`src/rtl/seg_scan_ctrl_if.sv`:
```
// rtl/seg_scan_ctrl_if.sv - display content and pin bundle for seg_scan_ctrl
//
// Purpose: groups the content-loading handshake and the display pins of the
// scan controller so producers and the controller share one typed connection.
// Signals:
//   data      4*NUM_DIGITS  nibble k is the value for digit k (digit 0 rightmost)
//   blank     NUM_DIGITS    bit k forces digit k dark
//   dp_in     NUM_DIGITS    bit k lights the decimal point of digit k
//   load      1             one-cycle strobe capturing data/blank/dp_in
//   lz_en     1             live leading-zero suppression enable
//   load_ack  1             pulse marking that loaded content became visible
//   an        NUM_DIGITS    active-low digit anodes
//   seg       7             active-low segments {G,F,E,D,C,B,A}
//   dp        1             active-low decimal point
// Modports: master = content producer / pin observer, slave = controller.
interface seg_scan_ctrl_if #(
  parameter int NUM_DIGITS = 4
);
  logic [4*NUM_DIGITS-1:0] data;
  logic [NUM_DIGITS-1:0]   blank;
  logic [NUM_DIGITS-1:0]   dp_in;
  logic                    load;
  logic                    lz_en;
  logic                    load_ack;
  logic [NUM_DIGITS-1:0]   an;
  logic [6:0]              seg;
  logic                    dp;

  modport master (
    output data, blank, dp_in, load, lz_en,
    input  load_ack, an, seg, dp
  );

  modport slave (
    input  data, blank, dp_in, load, lz_en,
    output load_ack, an, seg, dp
  );
endinterface

```
`src/rtl/seg_scan_ctrl.sv`:
```
// rtl/seg_scan_ctrl.sv - double-buffered multiplexed seven-segment scan controller
//
// Purpose: scans NUM_DIGITS common-anode digits, one digit lit for DIVIDE_BY
// clocks at a time, rightmost digit first. Loaded content is staged and only
// becomes active at a frame boundary so a frame is never torn.
// Ports:
//   clk   system clock, rising edge
//   btnC  synchronous active-low reset
//   bus   seg_scan_ctrl_if slave: data/blank/dp_in/load/lz_en in,
//         load_ack/an/seg/dp out
module seg_scan_ctrl #(
  parameter int NUM_DIGITS = 4,
  parameter int DIVIDE_BY  = 100000
) (
  input  logic             clk,
  input  logic             btnC,
  seg_scan_ctrl_if.slave   bus
);
  localparam int CW = (DIVIDE_BY > 1) ? $clog2(DIVIDE_BY) : 1;
  localparam int IW = (NUM_DIGITS > 1) ? $clog2(NUM_DIGITS) : 1;

  logic [CW-1:0]           divCnt;
  logic [IW-1:0]           idx;
  logic                    tick;
  logic                    frameEnd;

  logic [4*NUM_DIGITS-1:0] stageData;
  logic [NUM_DIGITS-1:0]   stageBlank;
  logic [NUM_DIGITS-1:0]   stageDp;
  logic                    pending;

  logic [4*NUM_DIGITS-1:0] activeData;
  logic [NUM_DIGITS-1:0]   activeBlank;
  logic [NUM_DIGITS-1:0]   activeDp;
  logic                    loadAck;

  assign tick     = (divCnt == CW'(DIVIDE_BY - 1));
  assign frameEnd = tick && (idx == IW'(NUM_DIGITS - 1));

  always_ff @(posedge clk) begin
    if (!btnC) begin
      divCnt      <= '0;
      idx         <= '0;
      stageData   <= '0;
      stageBlank  <= '0;
      stageDp     <= '0;
      pending     <= 1'b0;
      activeData  <= '0;
      activeBlank <= '0;
      activeDp    <= '0;
      loadAck     <= 1'b0;
    end else begin
      divCnt  <= tick ? '0 : divCnt + CW'(1);
      loadAck <= 1'b0;
      if (tick) begin
        idx <= (idx == IW'(NUM_DIGITS - 1)) ? '0 : idx + IW'(1);
      end

      if (frameEnd && bus.load) begin
        // A load landing on the boundary bypasses staging entirely.
        activeData  <= bus.data;
        activeBlank <= bus.blank;
        activeDp    <= bus.dp_in;
        pending     <= 1'b0;
        loadAck     <= 1'b1;
      end else if (frameEnd && pending) begin
        activeData  <= stageData;
        activeBlank <= stageBlank;
        activeDp    <= stageDp;
        pending     <= 1'b0;
        loadAck     <= 1'b1;
      end else if (bus.load) begin
        stageData   <= bus.data;
        stageBlank  <= bus.blank;
        stageDp     <= bus.dp_in;
        pending     <= 1'b1;
      end
    end
  end

  function automatic logic [6:0] hexGlyph(input logic [3:0] v);
    case (v)
      4'h0: hexGlyph = 7'b1000000;
      4'h1: hexGlyph = 7'b1111001;
      4'h2: hexGlyph = 7'b0100100;
      4'h3: hexGlyph = 7'b0110000;
      4'h4: hexGlyph = 7'b0011001;
      4'h5: hexGlyph = 7'b0010010;
      4'h6: hexGlyph = 7'b0000010;
      4'h7: hexGlyph = 7'b1111000;
      4'h8: hexGlyph = 7'b0000000;
      4'h9: hexGlyph = 7'b0010000;
      4'hA: hexGlyph = 7'b0001000;
      4'hB: hexGlyph = 7'b0000011;
      4'hC: hexGlyph = 7'b1000110;
      4'hD: hexGlyph = 7'b0100001;
      4'hE: hexGlyph = 7'b0000110;
      default: hexGlyph = 7'b0001110;
    endcase
  endfunction

  logic [3:0]            curNibble;
  logic                  curBlank;
  logic                  curDp;
  logic                  upperZero;
  logic [NUM_DIGITS-1:0] anLit;
  logic                  suppress;
  logic                  dark;

  // upperZero: the current nibble and every more-significant nibble are zero.
  always_comb begin
    curNibble = 4'd0;
    curBlank  = 1'b0;
    curDp     = 1'b0;
    upperZero = 1'b1;
    anLit     = '1;
    for (int k = 0; k < NUM_DIGITS; k++) begin
      if (k == int'(idx)) begin
        curNibble = activeData[4*k +: 4];
        curBlank  = activeBlank[k];
        curDp     = activeDp[k];
        anLit[k]  = 1'b0;
      end
      if (k >= int'(idx) && activeData[4*k +: 4] != 4'd0) begin
        upperZero = 1'b0;
      end
    end
  end

  // Digit 0 is exempt so an all-zero value still shows a single 0.
  assign suppress = bus.lz_en && (idx != '0) && upperZero;
  assign dark     = curBlank || suppress;

  assign bus.an       = dark ? '1 : anLit;
  assign bus.seg      = dark ? 7'b1111111 : hexGlyph(curNibble);
  assign bus.dp       = dark ? 1'b1 : ~curDp;
  assign bus.load_ack = loadAck;
endmodule

```
`src/flat_wrapper.sv`:
```
// flat-port wrapper written by rule: the top's interface ports become plain ports
module seg_scan_ctrl_flat 
#(
  parameter int NUM_DIGITS = 4,
  parameter int DIVIDE_BY  = 100000
)
  (clk, btnC, bus_data, bus_blank, bus_dp_in, bus_load, bus_lz_en, bus_load_ack, bus_an, bus_seg, bus_dp);
  seg_scan_ctrl_if #(.NUM_DIGITS(NUM_DIGITS)) bus_i ();
  input  logic clk;
  input  logic btnC;
  input wire logic [$bits(bus_i.data)-1:0] bus_data;
  input wire logic [$bits(bus_i.blank)-1:0] bus_blank;
  input wire logic [$bits(bus_i.dp_in)-1:0] bus_dp_in;
  input wire logic [$bits(bus_i.load)-1:0] bus_load;
  input wire logic [$bits(bus_i.lz_en)-1:0] bus_lz_en;
  output wire logic [$bits(bus_i.load_ack)-1:0] bus_load_ack;
  output wire logic [$bits(bus_i.an)-1:0] bus_an;
  output wire logic [$bits(bus_i.seg)-1:0] bus_seg;
  output wire logic [$bits(bus_i.dp)-1:0] bus_dp;
  assign bus_i.data = bus_data;
  assign bus_i.blank = bus_blank;
  assign bus_i.dp_in = bus_dp_in;
  assign bus_i.load = bus_load;
  assign bus_i.lz_en = bus_lz_en;
  assign bus_load_ack = bus_i.load_ack;
  assign bus_an = bus_i.an;
  assign bus_seg = bus_i.seg;
  assign bus_dp = bus_i.dp;
  seg_scan_ctrl #(.NUM_DIGITS(NUM_DIGITS), .DIVIDE_BY(DIVIDE_BY)) u_core (.clk(clk), .btnC(btnC), .bus(bus_i));
endmodule
```
`config.mk`:
```
export PLATFORM = sky130hd
export DESIGN_NAME = seg_scan_ctrl_flat
export DESIGN_NICKNAME = d
export VERILOG_FILES = /design/src/rtl/seg_scan_ctrl_if.sv /design/src/rtl/seg_scan_ctrl.sv /design/src/flat_wrapper.sv
export SDC_FILE = /design/constraint.sdc
export NUM_CORES = 1
export LEC_CHECK = 0
export CAP_MARGIN = 20
export CORE_ASPECT_RATIO = 0.6
export CORE_MARGIN = 8
export CORE_UTILIZATION = 35
export DETAILED_ROUTE_END_ITERATION = 16
export HOLD_SLACK_MARGIN = 0.08
export PLACE_DENSITY_LB_ADDON = 0.2
export RECOVER_POWER = 25
export REMOVE_ABC_BUFFERS = 1
export SLEW_MARGIN = 20
export SYNTH_ARGS = -nofsm -noshare
export SYNTH_HDL_FRONTEND = slang
export SYNTH_SLANG_ARGS = --single-unit
```
`constraint.sdc`:
```
create_clock -name clk -period 6.7 [get_ports clk]
set_input_delay 1.005 -clock clk [delete_from_list [all_inputs] [get_ports clk]]
set_output_delay 1.005 -clock clk [all_outputs]
set_load 0.02 [all_outputs]
```
==> metrics.txt <==
First-pass DRT Iterations=5; cell area after layout=0.00427 mm2; first-pass GRT wire length=14.7 mm; DR vias/cell=between 5 and 6; post-synth top area share=between 30% and 40%; Setup TNS=0 ns; worst path bufs/invs=3; Area after DPL=between 0.003 and 0.004 mm2; ys async rst share=0%; CP Cell Sequence=inv_1 -> ha_1 -> nand3b_1 -> a31oi_1 -> inv_1 -> ha_1 -> o21ai_0 -> a21oi_1 -> o21ai_1 -> clkdlybuf4s50_1; number of CTS-inserted buffers=9; DRC Markers=0; Worst-Skew Late Latency=between 0.3 and 0.4 ns; # IOs=41; Yosys top cell by area=dfxtp_1; Final Slew Violations=0; largest net degree at the start of global routing=between 50 and 60; #FFs+latches synth=between 60 and 70; most common cell in the netlist=nand2_1; worst flop-to-flop path endpoint=u_core.activeDp[2]; critical path required time=~5.7 ns; worst setup path endpoint=bus_seg[3]; reg2reg path depth=5; Hold-fix buffers, CTS=0; hpwl dp=~6.1 mm; Slew @ Worst Pin=1.39 ns; skew final=between 0.005 and 0.006 ns; Synth Area per Inst=around 9 um2; top achievable clock speed=approximately 220 MHz; worst-path maximum fanout=14; Reg2Reg Setup Slack=4.35 ns; setup violators final=0; width of the die=between 100 and 150 um; antenna violations before repair=0; Critical Path Start=u_core.idx[1]; Synth Flop Type=dfxtp_1; Slew HR=7.55%; kind of critical path=register to output port; synth unique cells=49; detailed-route wire length per cell=between 15 and 20 um; power per cell area=225 mW/mm2; Final Cycle Share=around two thirds; core area=roughly 0.0099 mm2; Antenna Nets Post-Route=0; # rows=28; WP data arrival=3.46 ns; Mapped Area=0.00355 mm2; Max H-tree Level=3; CTS tree=done; Crit path max-delay family=buffers and inverters; max incr delay on CP=0.62 ns; status=completed; clock sinks=between 60 and 70; list of most frequent post-synthesis cells=nand2_1, dfxtp_1, mux2i_1, nor2b_1, o21ai_0; HP Class=register to register; Post-CTS Repair Setup Buffers=0; Fin. Hold Viols=0; reg-to-reg startpoint=u_core.divCnt[0]; clk root buf=clkbuf_16; vias in the first global route=2858; max-cap viol count=0; GP Congestion=between 0.8 and 0.9; Crit. End Element=output port; Port Buf Inserts=40; layout cells sized above 1=roughly 6.2%; post-CTS sizing=0; RSZ-0062 raised after global routing=false; top cells by area, synth=dfxtp_1, nand2_1, mux2i_1; crit path time final=4.46 ns; Levels on crit path=10; Syn Inst Count=between 400 and 500; Area Overhead vs Synth=20.3%; DRT iter0 DRCs=roughly 240; Vias=around 2900; sequential-to-total area share from yosys stat=between 30 and 40%; clock transition at the registers of the reported paths=about 0.050 ns; Total Wirelength=8.71 mm; GR Util All Layers=13.4%; Die Ht=about 94 um; GR Overflow Total=0; Initial Util=35.9%; total power=approximately 0.96 mW; Slowest-stage cell, CP=clkdlybuf4s50_1; fin nets=between 400 and 500; ant diodes=0; CP startpoint kind=register; clk buf depth=2; die footprint=between 0.01 and 0.015 mm2; Hold Crit Depth=1; EDFF count, synth=0; worst vdd ir=111 uV; synth warn=0; P_leak=1.64 nW
power breakdown:
group / switching (mW) / internal [mW] / total [mW]
Sequential: 0.00928 / 0.421 / 0.430
Combinational: 0.0301 / 0.0323 / 0.0624
Clock: 0.170 / 0.297 / 0.467
Total: 0.210 / 0.750 / 0.960
kinds of logic after synthesis:
logic type / synth area share, %
simple gates: 24.5
compound gates: 15.9
flops: 38.9
buf+inv: 5.18
mux: 7.61
xor+xnor: 3.70
fa+ha+maj: 4.23
cell type report:
cell class,count,area [um2]
multi-input cells,304,1980
repair buffers,43,419
fillers,1000,5610
clock inverters,4,47.5
inverters,6,22.5
flip-flops and latches,69,1380
clock buffers,12,246
well taps,135,169
per-stage QoR:
step / hold WS (ns) / instances / setup WS (ns) / utilization (%)
4_1_cts: 0.472 / 573 / 2.24 / 43.3
3_3_place_gp: 0.447 / 557 / 2.40 / 40.3
5_1_grt: 0.490 / 573 / 1.95 / 43.2
3_5_place_dp: 0.460 / 557 / 2.32 / 40.3
6_report: 0.465 / 573 / 2.24 / 43.2
2_1_floorplan: 0.430 / 379 / 3.40 / -
flip-flops by register name (all words and copies together), names as in the netlist:
name                 cells
u_core.divCnt           17
u_core.activeData       16
u_core.stageData        16
u_core.activeBlank       4
u_core.activeDp          4
u_core.stageBlank        4
u_core.stageDp           4
u_core.idx               2
u_core.bus.load_ack      1
u_core.pending           1
worst min path at each step:
stage,slack (ns),startpoint,end
finish,0.46,u_core.divCnt[0],u_core.divCnt[0]
global route,0.49,u_core.activeDp[3],u_core.activeDp[3]
CTS,0.47,u_core.divCnt[0],u_core.divCnt[0]
detailed placement,0.46,u_core.divCnt[0],u_core.divCnt[0]
global placement,0.45,u_core.divCnt[0],u_core.divCnt[0]
floorplan,0.43,u_core.divCnt[0],u_core.divCnt[0]
layer usage:
layer | share of wire (%) | up-vias | track usage (%)
met4 | 1.3 | 0 | 4.60
met5 | 0 | - | 0
met3 | 5.8 | 12 | 4.09
li1 | - | 1464 | -
met2 | 39 | 75 | 18.5
met1 | 54 | 1393 | 19.1
cells in the final DEF, fill, tap and decap left out, types with 4 or more instances in the layout:
cell             instances
clkdlybuf4s50_1         38
mux2i_1                 27
o221ai_1                 4
nand3b_1                 6
clkbuf_16                9
nand3_1                  7
nand4_1                  4
ha_1                    12
inv_1                    6
nor2_1                  24
xor2_1                  12
o21ai_0                 27
a22o_1                  24
nor2b_1                 27
nand2_1                 79
dfxtp_1                 69
(Power assumes the default switching activity.)
==> edit 1: new RTL, same flow settings <==
`DIVIDE_BY` is set to 100000 in 2 places; all go to 50000.
--- a/src/rtl/seg_scan_ctrl.sv
+++ b/src/rtl/seg_scan_ctrl.sv
@@ -12,3 +12,3 @@
   parameter int NUM_DIGITS = 4,
-  parameter int DIVIDE_BY  = 100000
+  parameter int DIVIDE_BY  = 50000
 ) (
--- a/src/flat_wrapper.sv
+++ b/src/flat_wrapper.sv
@@ -4,3 +4,3 @@
   parameter int NUM_DIGITS = 4,
-  parameter int DIVIDE_BY  = 100000
+  parameter int DIVIDE_BY  = 50000
 )
Behaviour: no difference found for any inputs over 10 cycles, from zero or initial values; that may be too few to reach the edited logic, so the function may still have changed.
==> edit 1 against the unedited design <==
  * The flow now finishes with violations (capacitance limit, slew limit)
  * Sequential cell count shrank 1
  * Routed wire length grew 1.8%
  * Setup slack lost 0.16 ns
  * Synthesized area grew 2.0%
  * Die area grew 1.8%
  * Sequential power shrank 2%
  * Cell area grew 1.1%
  * Count of clock-buffer cells in the layout is the same
  * Total power shrank 0.58%
  * Largest power group unchanged
==> edit 1: results <==
export IMPL_synth_area_top_cells="dfxtp_1 38%, nand2_1 14%, o21ai_0 7.3%, nand3_1 4.4%, o22ai_1 4.3%"
export IMPL_synth_warnings=0
export IMPL_first_global_vias=2918
export IMPL_timing_reg2reg_worst_path_depth=7
export IMPL_max_vdd_drop_v=0.0001313
export IMPL_leakage_nw=1.578
export IMPL_grtUsageTotal=0.1290
export IMPL_worst_r2r_setup_slack_ns=3.96
export IMPL_timing_critical_path_max_delay_family="adder cells"
export IMPL_timing_critical_path_slowest_cell_delay_ns=0.65
export IMPL_antenna_cells=0
export IMPL_drt_wl_total_um=8864
export IMPL_timing_hold_ws_ns=0.4573
export IMPL_clock_skew_ns=0.004716
export IMPL_worstReg2RegStart="u_core.idx[0]"
export IMPL_largestRegisters="u_core.activeData x16, u_core.divCnt x16, u_core.stageData x16"
export IMPL_maxCapViolCount=1
export IMPL_clock_latency_ns=0.33
export IMPL_yosys_area_share_xor_xnor=0.03385
export IMPL_violations="capacitance limit, slew limit"
export IMPL_cp_max_fo=18
export IMPL_hold_path_cell_count=1
export IMPL_hpwl_after_detailed_placement_um=6077
export IMPL_timing_final_max_slew_violations=49
export IMPL_final_layout_size_suffix_gt1_frac=0.06312
export IMPL_synth_lib_cells_used_distinct=50
export IMPL_synthMuxAreaShare=0.005872
export IMPL_num_nets_final=542
export IMPL_initialDrtViolationCount=151
export IMPL_outcome="finished with violations"
export IMPL_firstDrtPassIters=4
export IMPL_finalWeightedCongestion=0.8612
export IMPL_worst_slew_pin_slew_ns=1.937
export IMPL_setup_slack_after_placement_ns=2.288
export IMPL_critical_path_data_arrival_time_ns=3.62
export IMPL_synth_common_cells="136 x nand2_1, 68 x dfxtp_1, 53 x o21ai_0"
export IMPL_vias_per_cell=5.056
export IMPL_r2r_end="u_core.stageData[14]"
export IMPL_synth_seq_area_share=0.3758
export IMPL_pin_count_of_the_biggest_net_entering_global_routing=56
export IMPL_share_of_the_synthesized_area_in_compound_gates_ao_oa_aoi_oai=0.1758
export IMPL_final_fill_count=1043
export IMPL_grt_pass1_wl_um=14660
export IMPL_synthAdderAreaFrac=0.04145
-- edit 1: worst register-to-register path, cell delays in order, from the launching register on --
cell	delay, ns
dfxtp_1	0.43
ha_1	0.60
and4_1	0.29
nand4_1	0.16
nand2_1	0.54
buf_4	0.40
nand3_1	0.11
o21ai_0	0.13
-- edit 1: final cells by class --
class	instances	area (µm²)	share of cell area
multi-input cells	366	2013	0.4665
repair buffers	45	431.7	0.1000
flip-flops and latches	68	1361	0.3155
inverters	12	45.04	0.01044
well taps	135	168.9	0.03914
clock buffers	12	246.5	0.05712
clock inverters	4	48.80	0.01131
-- edit 1: worst max path at each step --
| stage | from | end | slack (ns) | depth (start not counted) |
|---|---|---|---|---|
| after floorplan | u_core.idx[0] | bus_seg[3] | 3.22 | 9 |
| after global placement | bus_lz_en | bus_seg[5] | 2.37 | 6 |
| after detailed placement | bus_lz_en | bus_seg[1] | 2.29 | 6 |
| after CTS | u_core.idx[0] | bus_seg[3] | 2.06 | 10 |
| after global routing | u_core.idx[0] | bus_seg[3] | 1.75 | 10 |
| final | u_core.idx[0] | bus_seg[3] | 2.07 | 10 |
-- edit 1: routing by layer --
layer / track usage / wire length (µm) / vias up
li1: - / - / 1688
met3: 0.04250 / 402 / 7
met5: 0 / 0 / -
met4: 0.04304 / 112 / 0
met1: 0.1807 / 4830 / 1482
met2: 0.1812 / 3518 / 69
-- edit 1: through the flow --
step	cells	area [µm²]	power, mW
2_1_floorplan	446	3420	0.4537
3_3_place_gp	626	4021	0.4920
3_5_place_dp	626	4021	0.4939
4_1_cts	642	4317	0.9667
5_1_grt	642	4315	0.9988
6_report	642	4315	0.9544
-- edit 1: where the power goes --
group	switching, mW	total (mW)	internal [mW]
sequential	0.00532	0.420	0.415
combinational	0.0376	0.0643	0.0267
clock	0.172	0.470	0.298
total	0.215	0.954	0.739
==> edit 2: new RTL, same settings <==
Without the edit above. Register the output `bus.an`; this adds one clock of latency there.
--- a/src/rtl/seg_scan_ctrl.sv
+++ b/src/rtl/seg_scan_ctrl.sv
@@ -133,3 +133,5 @@
 
-  assign bus.an       = dark ? '1 : anLit;
+  always_ff @(posedge clk) begin
+    bus.an <= dark ? '1 : anLit;
+  end
   assign bus.seg      = dark ? 7'b1111111 : hexGlyph(curNibble);
Formal check against the unedited RTL: not equivalent (Yosys sat finds a counterexample within 4 cycles, from zero or initial values).
==> edit 2 against the unedited design <==
  * Total power is 11% higher
  * Sequential cell count grew 4
  * Cell area increased by 2.6%
  * Die area is 0.19% higher
  * Critical path depth did not move
  * Synthesized area up 0.21%
  * Setup slack got worse by 0.10 ns
  * Synthesized cell count rose by 3.0%
  * Routed wire length is 0.30% lower
  * Cell count rose by 1.6%
  * Critical endpoint is now bus_seg[5]
==> edit 2: results <==
export IMPL_finalWeightedCongestion=0.9949
export IMPL_num_nets_final=482
export IMPL_fmax_mhz=218.9
export IMPL_routed_wl_met2_um=3387
export IMPL_route_layer_met1_wl_um=4725
export IMPL_critical_path_data_arrival_time_ns=3.56
export IMPL_finish_cell_count_without_fillers=582
export IMPL_global_route_usage_met1=0.1814
export IMPL_fin_setup_tns_ns=0
export IMPL_synth_area_top_cells="dfxtp_1 41%, nand2_1 9.2%, mux2i_1 6.8%, a22o_1 5.9%, nor2b_1 5.3%"
export IMPL_hpwl_after_detailed_placement_um=6027
export IMPL_grt_pass1_wl_um=14470
export IMPL_clock_skew_ns=0.007664
export IMPL_initialDrtViolationCount=154
export IMPL_vias_per_cell=4.943
export IMPL_share_of_the_synthesized_area_in_compound_gates_ao_oa_aoi_oai=0.1586
export IMPL_first_global_vias=2824
export IMPL_dr_wl_met3_um=422
export IMPL_top_layer="met4"
export IMPL_cp_max_fo=18
export IMPL_timing_hold_ws_ns=0.4705
export IMPL_setup_slack_after_placement_ns=2.341
export IMPL_dp_cells=566
export IMPL_placed_cell_area_um2=4051
export IMPL_gr_usage_met3=0.04521
export IMPL_grt_antenna_before_repair=0
export IMPL_synth_common_cells="87 x nand2_1, 73 x dfxtp_1, 30 x nor2b_1, 30 x o21ai_0"
export IMPL_final_fill_count=976
export IMPL_worst_r2r_setup_slack_ns=3.96
export IMPL_synth_top_family_by_area="simple AND/OR/NAND/NOR gates"
export IMPL_max_vdd_drop_v=0.0001256
export IMPL_firstDrtPassIters=4
export IMPL_async_flop_share=0
export IMPL_synthMuxAreaShare=0.07070
export IMPL_grtUsageTotal=0.1330
export IMPL_synthFlopType="dfxtp_1"
export IMPL_synth_lib_cells_used_distinct=46
export IMPL_synthAdderAreaFrac=0.04221
export IMPL_synth_seq_area_share=0.4108
export IMPL_yosys_area_share_xor_xnor=0.03201
export IMPL_maxSlewHeadroom=0.3206
export IMPL_final_layout_size_suffix_gt1_frac=0.05593
export IMPL_clock_tree_buffer_depth=2
export IMPL_postSynthCellCount=415
export IMPL_grt_util_met2=0.1890
export IMPL_leakage_nw=1.677
export IMPL_drt_wl_total_um=8679
export IMPL_outcome="completed"
==> edit 2: cell count changes after synthesis, sizes merged, moves of 4 or more <==
cell | before | now
a21oi | 3 | 9
and4 | 4 | 0
clkbuf | 12 | 18
dfxtp | 69 | 73
nand2 | 80 | 87
nor2 | 26 | 21
o21ai | 28 | 33
or3 | 0 | 4
==> edit 2: report_power, final <==
part           switching, mW  leakage [nW]  internal [mW]
Combinational         0.0301         0.911         0.0330
Clock                  0.182         0.172          0.372
Sequential           0.00894         0.594          0.445
Total                  0.221          1.68          0.849
==> edit 2: final timing paths <==
path                    startpoint              endpoint
hold reg to reg   u_core.divCnt[0]      u_core.divCnt[0]
setup / recovery     u_core.idx[0]            bus_seg[5]
hold / removal    u_core.divCnt[0]      u_core.divCnt[0]
setup reg to reg  u_core.divCnt[7]  u_core.activeData[4]
==> edit 2: critical path, cell delays in order, from the launching register on <==
cell             delay [ns]
dfxtp_1                0.43
ha_1                   0.62
nor2_1                 0.27
o211ai_1               0.18
o21ai_0                0.26
inv_1                  0.21
ha_1                   0.21
nor2b_1                0.17
a21oi_1                0.05
o221ai_1               0.18
clkdlybuf4s50_1        0.64
==> edit 2: layout make-up <==
class | instances | area [µm²] | area share
Multi-Input combinational cell | 309 | 1946 | 0.4442
Sequential cell | 73 | 1461 | 0.3336
Timing Repair Buffer | 43 | 437.9 | 0.09997
Clock buffer | 10 | 239.0 | 0.05456
Tap cell | 135 | 168.9 | 0.03856
Clock inverter | 6 | 105.1 | 0.02399
Inverter | 6 | 22.52 | 0.005141
==> edit 2: kinds of logic after synthesis <==
| group | count (synthesis) |
|---|---|
| AOI/OAI and AO/OA | 84 |
| and+or+nand+nor | 175 |
| DFF | 73 |
| muxes | 25 |
| buffers and inverters | 33 |
| xor gates and xnor gates | 13 |
| adders and majority gates | 12 |
